$ cat config.mk
export PLATFORM = sky130hd
export DESIGN_NAME = serial_subtractor
export DESIGN_NICKNAME = d
export VERILOG_FILES = /design/src/rtl/serial_subtractor.sv
export SDC_FILE = /design/constraint.sdc
export NUM_CORES = 1
export LEC_CHECK = 0
export CAP_MARGIN = 20
export CORE_MARGIN = 1.5
export CORE_UTILIZATION = 50
export DETAILED_ROUTE_END_ITERATION = 12
export PLACE_DENSITY = 0.79
export REMOVE_ABC_BUFFERS = 1
export SLEW_MARGIN = 30
export SYNTH_ARGS = -nofsm -noshare
export SYNTH_HDL_FRONTEND = slang
export SYNTH_SLANG_ARGS = --single-unit
$ cat constraint.sdc
create_clock -name clk -period 2.85 [get_ports clk]
set_clock_uncertainty 0.2 [all_clocks]
set_input_delay 0.7125 -clock clk [delete_from_list [all_inputs] [get_ports clk]]
set_output_delay 0.7125 -clock clk [all_outputs]
set_load 0.005 [all_outputs]
$ cat src/rtl/serial_subtractor.sv
// Bit-serial subtractor: computes in_a - in_b - in_c one bit per clock, LSB first,
// using a single full-subtractor cell and one borrow flop behind valid/ready handshakes.
module serial_subtractor #(
   parameter int WIDTH = 4
) (
   input  logic             clk,
   input  logic             rst_n,
   input  logic [WIDTH-1:0] in_a,
   input  logic [WIDTH-1:0] in_b,
   input  logic             in_c,
   input  logic             in_valid,
   output logic             in_ready,
   output logic [WIDTH-1:0] out_s,
   output logic             out_c,
   output logic             out_valid,
   input  logic             out_ready
);

   localparam int CW = (WIDTH > 1) ? $clog2(WIDTH) : 1;

   typedef enum logic [1:0] {IDLE, RUN, DONE} state_t;

   state_t           state;
   logic [WIDTH-1:0] a_sr;
   logic [WIDTH-1:0] b_sr;
   logic [WIDTH-1:0] res_sr;
   logic             bw;
   logic [CW-1:0]    cnt;

   logic a_i, b_i, d_i, bw_next;
   logic [WIDTH-1:0] res_next;

   // Full-subtractor cell on the current LSBs of the operand registers.
   assign a_i      = a_sr[0];
   assign b_i      = b_sr[0];
   assign d_i      = a_i ^ b_i ^ bw;
   assign bw_next  = (~a_i & b_i) | (~(a_i ^ b_i) & bw);
   assign res_next = {d_i, res_sr[WIDTH-1:1]};

   // NOTE: sequential state uses non-blocking assignments so every register
   // samples pre-edge values, independent of statement order in this block.
   always_ff @(posedge clk or negedge rst_n) begin
      if (!rst_n) begin
         state     <= IDLE;
         in_ready  <= 1'b0;
         out_valid <= 1'b0;
         out_s     <= '0;
         out_c     <= 1'b0;
         a_sr      <= '0;
         b_sr      <= '0;
         res_sr    <= '0;
         bw        <= 1'b0;
         cnt       <= '0;
      end else begin
         case (state)
            IDLE: begin
               in_ready  <= 1'b1;
               out_valid <= 1'b0;
               if (in_valid && in_ready) begin
                  a_sr     <= in_a;
                  b_sr     <= in_b;
                  bw       <= in_c;
                  cnt      <= '0;
                  in_ready <= 1'b0;
                  state    <= RUN;
               end
            end
            RUN: begin
               a_sr   <= a_sr >> 1;
               b_sr   <= b_sr >> 1;
               res_sr <= res_next;
               bw     <= bw_next;
               cnt    <= cnt + 1'b1;
               // Last bit: publish the difference straight from the cell so the
               // result is valid WIDTH edges after acceptance.
               if (cnt == CW'(WIDTH - 1)) begin
                  out_s     <= res_next;
                  out_c     <= bw_next;
                  out_valid <= 1'b1;
                  state     <= DONE;
               end
            end
            DONE: begin
               if (out_ready) begin
                  out_valid <= 1'b0;
                  in_ready  <= 1'b1;
                  state     <= IDLE;
               end
            end
            default: state <= IDLE;
         endcase
      end
   end

endmodule

* Word level (Yosys, flattened, before mapping)
Cells that the tools add are included.
** Word-level totals
- Memories kept :: 0
- Input bits :: 13
- Memory bits (read-only) :: 0
- Register bits :: 24
- Output and inout bits :: 7
- Bits in latches :: 0
- Word-level logic and storage cells :: 52
- Bits in writable memories :: 0
** Cells by class
- Bitwise gates (word level) :: 7
- Reduce and logical (&&, ||, !) cells :: 10
- Order comparisons :: 0
- Shift operators :: 0
- Div/mod/pow operators :: 0
- Mux-type cells :: 18
- $mul :: 0
- Equality and inequality tests :: 6
- $add $sub $neg :: 1
** Operators with widths (count)
- one-hot mux 4 bit (2 select lines) :: 2
- two-way mux 2 bit :: 4
- two-way mux 4 bit :: 2
- inequality test 2 bit (second input constant) :: 3
- one-hot mux 2 bit (3 select lines) :: 1
- AND reduction 2 bit :: 3
- AND reduction 3 bit :: 2
- two-way mux 1 bit :: 5
- equality test 2 bit (second input constant) :: 2
- one-hot mux 1 bit (2 select lines) :: 2
- one-hot mux 2 bit (2 select lines) :: 1
- nonzero test 2 bit :: 2
- one-hot mux 1 bit (3 select lines) :: 1
- nonzero test 3 bit :: 1
- adder 2 x 1 -> 2 bit (second input constant) :: 1
- AND 1 bit :: 2
- equality test 2 x 1 -> 1 bit (second input constant) :: 1
- zero test 2 bit :: 1
- inverter 1 bit :: 2
- bitwise XOR 1 bit :: 2
- logical AND 1 bit :: 1
- bitwise OR 1 bit :: 1

* Depth between registers and ports, before layout
Gate-level depths: netlist of the first run.
- Depth after elaboration :: 5
- Mapped depth :: 6

* Least setup slack after synthesis of the first run
Ideal clock, no wire load.
- Kind :: in2reg
- Start point :: input port in_valid
- End point :: register a_sr[3]
- Setup slack :: 1.393 ns
- Data required time :: 2.522 ns
- Arrival time :: 1.129 ns
- Setup time :: 0.128 ns
- Stages :: 4
- Path buffers :: 1
- Path through :: nand3b_4 > buf_2 > nand3_1 > o21ai_0
** On the way
- Word-level cells in the longest chain between the ends :: 3
** RTL lines
- start, declared :: RTL line 11 : input logic in_valid,
- logical AND 1 bit :: RTL line 59 : if (in_valid && in_ready) begin
- inequality test 2 bit (no source line)
- AND reduction 2 bit (no source line)
- end signal, assigned :: RTL line 60 : a_sr <= in_a;
- end signal, assigned :: RTL line 69 : a_sr <= a_sr >> 1;
- end, declared :: RTL line 24 : logic [WIDTH-1:0] a_sr;
No other way between the ends.
A chain may end at the register's enable or synchronous reset.

* Worst setup path after layout of the first run
- Start point :: register in_ready
- End point :: output port in_ready
** RTL lines
- start, declared :: RTL line 12 : output logic in_ready,
- start signal, assigned :: RTL line 45 : in_ready <= 1'b0;
- start signal, assigned :: RTL line 57 : in_ready <= 1'b1;
- start signal, assigned :: RTL line 64 : in_ready <= 1'b0;
No word-level cell between the ends.

==> qor.yml, run 1 <==
timing:
  period_needed_ns: 2.181
  relSlewSlack_pct: 77.68
  max_freq_ghz: 0.4584
  drv_slew: 0
  finalHoldViolations: 0
  finalCritPeriodShare_pct: 76.54
  fin_setup_tns_ns: 0
  rsz0062_at_grt: "false"
  worst_slew_pin_slew_ns: 0.3348
  setup_viol: 0
logic_synthesis:
  synth-xor-area-share_pct: 0
  synth_ff_type: "dfrtp_1"
  async_flop_share_pct: 100.0
  synth_area_leaders: "dfrtp_1 (54%), mux2i_1 (7.6%), mux2_2 (7.5%)"
  syn-cell-area_mm2: 0.001057
  synth_compound_area_share_pct: 7.574
  ys_types: 26
  synthAdderAreaFrac_pct: 3.077
  ys_seq_elements: 23
  syn_inst: 86
  synthSimpleGateAreaFrac_pct: 13.96
  synth_edf_count: 0
  synth_area_leader_cell: "dfrtp_1"
  synth_top_family_by_area: "multiplexers"
  synth_top_area_share_pct: 54.44
  yosysSeqAreaShare_pct: 54.44
  avgSynthCellArea_um2: 12.29
  yosysWarnings: 0
  synth.area.mux_share_pct: 15.03
floorplan:
  initial_core_util_pct: 53.35
  io_pins: 20
  die_area_mm2: 0.002400
  core-area_mm2: 0.001982
  num_rows: 16
  dieHeight_um: 48.99
  die_x_um: 48.99
route:
  remaining_drc_errors: 0
  wl_mm: 1.597
  routed_via_density: 5.333
  wl_per_cell_um: 12.10
  drt_iter0_drc: 9
  vias: 704
  drtAntennaViolNets: 0
  first_pass_iters: 4
cells_and_area:
  drive_gt1_share_pct: 13.33
  synthToLayoutAreaGrowth_pct: 19.53
  final_core_util_pct: 63.76
  antenna_cells: 0
  fin_nets: 121
power:
  switching_share_pct: 34.46
  p_seq_share_pct: 44.8
  p_sw_uw: 453.8
  combPwrFrac_pct: 44.0
  p_leak_uw: 0.0005738
  max-vdd-ir-drop_mv: 0.4982
  p_int_uw: 863.1
  p_per_area_mw_per_mm2: 1042
  power.share.clock_pct: 11.2
clocking:
  post-cts-setup-buffers: 0
  hold_buffers: 0
  cts_sinks: 23
  cts.clk_slew.worst_paths_ns: 0.12
  clk_latency_ns: 0.30
  cts_tree: "yes"
  htreeDepth: 1
  clockBufferDepth: 2
  cts.repair.resized: 0
  cts_buffers: 3
  root_buffer: "clkbuf_4"
global_route:
  antenna_found_initial: 0
  grt_max_degree: 25
  grt_pass1_wl_mm: 2.946
  grt_pass1_vias: 705
  overflow: 0
  track_usage_pct: 16.21
run_status:
  status: "completed"
critical_path:
  crit_chain: "clkdlybuf4s50_1"
  crit_path_top_delay_cell: "clkdlybuf4s50_1"
  cp-end-kind: "output port"
  crit_family: "buffers and inverters"
  worstPathRequired_ns: 1.94
  path_buf_inv: 1
  slowest_delay_ns: 0.53
  startpoint_type: "flip-flop"
  path_class: "flip-flop to output port"
  rrSetupSlack_ns: 1.35
  worst-path-max-fanout: 3
  arrival_ns: 1.27
place:
  hpwl_mm: 1.137
  gp_routability_congestion: 0.6997
  numPortBuffers: 19
flow_run:
  max_cap_violations: 0
min_path:
  hold_class: "flip-flop to flip-flop"
Yosys cell counts, types with 2 or more instances:
master / n
nand3_1: 8
o21ai_1: 4
a21oi_1: 2
mux2_2: 7
inv_1: 3
buf_4: 2
mux2i_1: 8
nor2_1: 3
o21ai_0: 7
nand2b_1: 2
nand2_1: 3
dfrtp_1: 23
layout by cell type, fill, tap and decap left out, types with 2 or more instances in the layout:
| master | netlist | layout |
|---|---|---|
| nand3_1 | 8 | 8 |
| nand2b_1 | 2 | 2 |
| mux2i_1 | 8 | 8 |
| o21ai_1 | 4 | 4 |
| inv_1 | 3 | 3 |
| clkbuf_4 | 0 | 3 |
| dfrtp_1 | 23 | 23 |
| nor2_1 | 3 | 3 |
| mux2_2 | 7 | 7 |
| nand2_1 | 3 | 3 |
| a21oi_1 | 2 | 2 |
| o21ai_0 | 7 | 7 |
| clkdlybuf4s50_1 | 0 | 19 |
power groups by stage:
stage          logic (uW)  registers (uW)  clock network [uW]
3_3_place_gp          571             592                   0
5_1_grt               651             612                 167
4_1_cts               590             590                 154
6_report              580             590                 147
2_1_floorplan         394             581                   0
3_5_place_dp          588             598                   0
stage by stage:
step | std cells | power [uW] | hold slack, ns | area, um^2 | setup WS, ns
after floorplan | 81 | 975.2 | 0.2169 | 1006 | 1.373
after global placement | 128 | 1163 | 0.2626 | 1237 | 0.7679
after detailed placement | 128 | 1186 | 0.2759 | 1237 | 0.7314
after CTS | 132 | 1334 | 0.3039 | 1264 | 0.6493
after global routing | 132 | 1430 | 0.3450 | 1264 | 0.6227
final | 132 | 1317 | 0.3028 | 1264 | 0.6687
layout make-up:
cell class                      count  area (um^2)
Fill cell                         157        718.2
Clock buffer                        4        26.28
Tap cell                           27        33.78
Timing Repair Buffer               20        197.7
Sequential cell                    23        575.6
Multi-Input combinational cell     55        419.2
Inverter                            3        11.26
flip-flops by register name, summed over array words and instances (netlist names):
register	cells
out_s	4
state	2
a_sr	4
out_valid	1
bw	1
res_sr	3
cnt	2
in_ready	1
out_c	1
b_sr	4
per-layer routing:
layer  vias to the layer above  track usage [%]  routed length, um
met3                         4            3.988                 71
met5                         -                0                  0
met1                       339            19.05                734
met2                        23            26.94                763
met4                         0            9.524                 28
li1                        338                -                  -
cell families after synthesis:
group           after synthesis
compound gates               15
fa+ha+maj                     2
buf+inv                       8
flops                        23
mux                          15
simple gates                 23
path summary, 6_finish.rpt:
check | start | endpoint | depth (start not counted)
min reg2reg | out_c$_DFFE_PN0P_ | out_c$_DFFE_PN0P_ | 2
max in group asynchronous | rst_n | b_sr[1]$_DFFE_PN0P_ | 2
max reg2reg | a_sr[0]$_DFFE_PN0P_ | out_s[3]$_DFFE_PN0P_ | 2
min | out_c$_DFFE_PN0P_ | out_c$_DFFE_PN0P_ | 2
max | in_ready$_DFFE_PN0P_ | in_ready | 1
min in group asynchronous | rst_n | out_s[0]$_DFFE_PN0P_ | 2
Note: power is estimated with default switching activity, not from simulation.
==> run 2: changes to the inputs <==
clock period = 2.2 ns   (was 2.85 ns; I/O delays follow)
==> results of run 2 <==
Same layout as run 1 (identical final DEF). Status: completed.
Among the figures that moved: setup slack after placement 0.7314 ns -> 0.2439 ns; setup slack after layout 0.6687 ns -> 0.1812 ns; register-to-register setup slack 1.35 ns -> 0.70 ns; total power 1317 uW -> 1706 uW; worst IR drop on VDD 0.4982 mV -> 0.6454 mV
==> run 3: changes to the inputs <==
CORE_ASPECT_RATIO = 0.5   (was default)
CORE_UTILIZATION = 38   (was 50)
PLACE_DENSITY = 0.63   (was 0.79)
==> run 3 against run 2 <==
Via count fell by 5.3%. Register-to-register slack hardly changed. Flip-flop and latch count unchanged. Worst hold slack worse by 0.018 ns. Critical path depth unchanged. Sequential power is essentially flat. Utilization down 14 points. Sequential share of layout area down 1.1 points. Clock power up 39%. Cell count up 7.6%. Critical path type unchanged. Largest cell class unchanged.
==> qor.yml, run 3 (same netlist as run 1, synthesis figures left out) <==
cells_and_area:
  synthToLayoutAreaGrowth_pct: 22.60
  most-common-layout-cells: "dfrtp_1 (23), clkdlybuf4s50_1 (19), mux2i_1 (8), nand3_1 (8)"
  final_common_cell: "dfrtp_1"
  seq_area_um2: 575.6  # unchanged
  fin_nets: 121  # unchanged
  top_regs: "a_sr (4), b_sr (4), out_s (4)"
  stdcell_count: 142  # +7.6%
  multiInputGateArea_um2: 419.2  # unchanged
  fill_cells: 244  # +55%
  drive_gt1_share_pct: 14.29  # +0.95 points
  antenna_cells: 0  # unchanged
route:
  first_pass_iters: 3  # -1
  wl_mm: 1.671  # +4.6%
  drt_iter0_drc: 16  # +7
  vias: 667  # -5.3%
  routed_via_density: 4.697  # -12%
  wl_per_cell_um: 11.77  # -2.7%
  drtAntennaViolNets: 0  # unchanged
  remaining_drc_errors: 0  # unchanged
timing:
  max_freq_ghz: 0.5131
  worst_slew_pin_slew_ns: 0.3445  # +0.009679 ns
  relSlewSlack_pct: 77.03  # -0.65 points
  fin_setup_tns_ns: 0  # unchanged
  setup_viol: 0  # unchanged
  finalHoldViolations: 0  # unchanged
  finalCritPeriodShare_pct: 88.58
  rsz0062_at_grt: "false"
  drv_slew: 0  # unchanged
  period_needed_ns: 1.949
power:
  p_int_uw: 1174
  power.share.clock_pct: 14.9  # +3.7 points
  p_leak_uw: 0.0005842  # +1.8%
  combPwrFrac_pct: 42.0  # -2.0 points
  max-vdd-ir-drop_mv: 0.4561
  power.total_uw: 1772
  switching_share_pct: 33.77
  p_seq_share_pct: 43.1  # -1.7 points
  p_per_area_mw_per_mm2: 1367
  p_sw_uw: 598.3
clocking:
  clk_latency_ns: 0.27  # -0.03 ns
  post-cts-setup-buffers: 0  # unchanged
  cts_buffers: 3  # unchanged
  cts.clk_slew.worst_paths_ns: 0.09  # -0.03 ns
  cts_tree: "yes"
  cts_sinks: 23  # unchanged
  root_buffer: "clkbuf_8"
  clockBufferDepth: 2  # unchanged
  htreeDepth: 1  # unchanged
  cts.repair.resized: 0  # unchanged
  hold_buffers: 0  # unchanged
floorplan:
  die_x_um: 77.60  # +58%
  core-area_mm2: 0.002619  # +32%
  initial_core_util_pct: 40.37  # -13 points
  num_rows: 13  # -3
  die_area_mm2: 0.003127  # +30%
  io_pins: 20  # unchanged
  dieHeight_um: 40.30  # -18%
critical_path:
  path_class: "flip-flop to output port"
  cp-end-kind: "output port"
  crit_path_top_delay_cell: "clkdlybuf4s50_1"
  reg2reg_depth: 2  # unchanged
  crit_family: "buffers and inverters"
  startpoint_type: "flip-flop"
  arrival_ns: 1.20  # -0.07 ns
  worst-path-max-fanout: 3  # unchanged
  slowest_delay_ns: 0.53  # about the same
  path_buf_inv: 1  # unchanged
  worstSetupPathDepth: 1  # unchanged
  worstPathRequired_ns: 1.45
  crit_chain: "clkdlybuf4s50_1"
global_route:
  grt_max_degree: 25  # unchanged
  grt_pass1_wl_mm: 2.863  # -2.8%
  overflow: 0  # unchanged
  grt_pass1_vias: 621  # -12%
  antenna_found_initial: 0  # unchanged
  track_usage_pct: 12.59  # -3.6 points
place:
  dp.cells: 138  # +7.8%
  numPortBuffers: 19  # unchanged
  hpwl_mm: 1.161  # +2.1%
  gp_routability_congestion: 0.7295  # +4.3%
min_path:
  holdPathStages: 2  # unchanged
  hold_class: "flip-flop to flip-flop"
run_status:
  status: "completed"
flow_run:
  max_cap_violations: 0  # unchanged
run 3: worst paths after layout:
kind	startpoint	to	slack, ns
setup / recovery	in_ready$_DFFE_PN0P_	in_ready	0.25
max in group asynchronous	rst_n	in_ready$_DFFE_PN0P_	1.14
min in group asynchronous	rst_n	state[1]$_DFFE_PN0P_	0.43
hold / removal	out_c$_DFFE_PN0P_	out_c$_DFFE_PN0P_	0.28
hold reg to reg	out_c$_DFFE_PN0P_	out_c$_DFFE_PN0P_	0.28
setup reg to reg	state[0]$_DFFE_PN0P_	res_sr[3]$_DFFE_PN0P_	0.71
run 3: routing by layer:
| metal | GRT usage, % | part of all wire (%) | routed length [um] | vias up |
|---|---|---|---|---|
| met1 | 14.91 | 51 | 847 | 316 |
| li1 | - | - | - | 337 |
| met5 | 0 | 0 | 0 | - |
| met3 | 4.091 | 3.4 | 57 | 2 |
| met2 | 22.83 | 45 | 746 | 12 |
| met4 | 4.091 | 1.1 | 19 | 0 |
run 3: area by class of cell:
class,instances,share of cell area [%]
flip-flops and latches,23,44.40
multi-input cells,55,32.34
repair buffers,20,15.25
well taps,37,3.571
clock buffers,3,3.185
inverters,3,0.8687
clock inverters,1,0.3861
run 3: stage by stage:
step	worst slack [ns]	hold slack [ns]	utilization [%]	cell area, um^2
6_report	0.2512	0.2844	49.50	1296
3_3_place_gp	0.2711	0.2688	47.73	1250
3_5_place_dp	0.2348	0.2747	47.73	1250
2_1_floorplan	0.7648	0.05441	-	1006
4_1_cts	0.2265	0.2947	49.50	1296
5_1_grt	0.1989	0.3320	49.50	1296
run 3: power groups by stage:
stage | logic [uW] | registers, uW | clock network, uW
2_1_floorplan | 511 | 752 | 0
3_3_place_gp | 742 | 773 | 0
3_5_place_dp | 758 | 775 | 0
4_1_cts | 760 | 767 | 276
5_1_grt | 842 | 797 | 282
6_report | 743 | 764 | 264
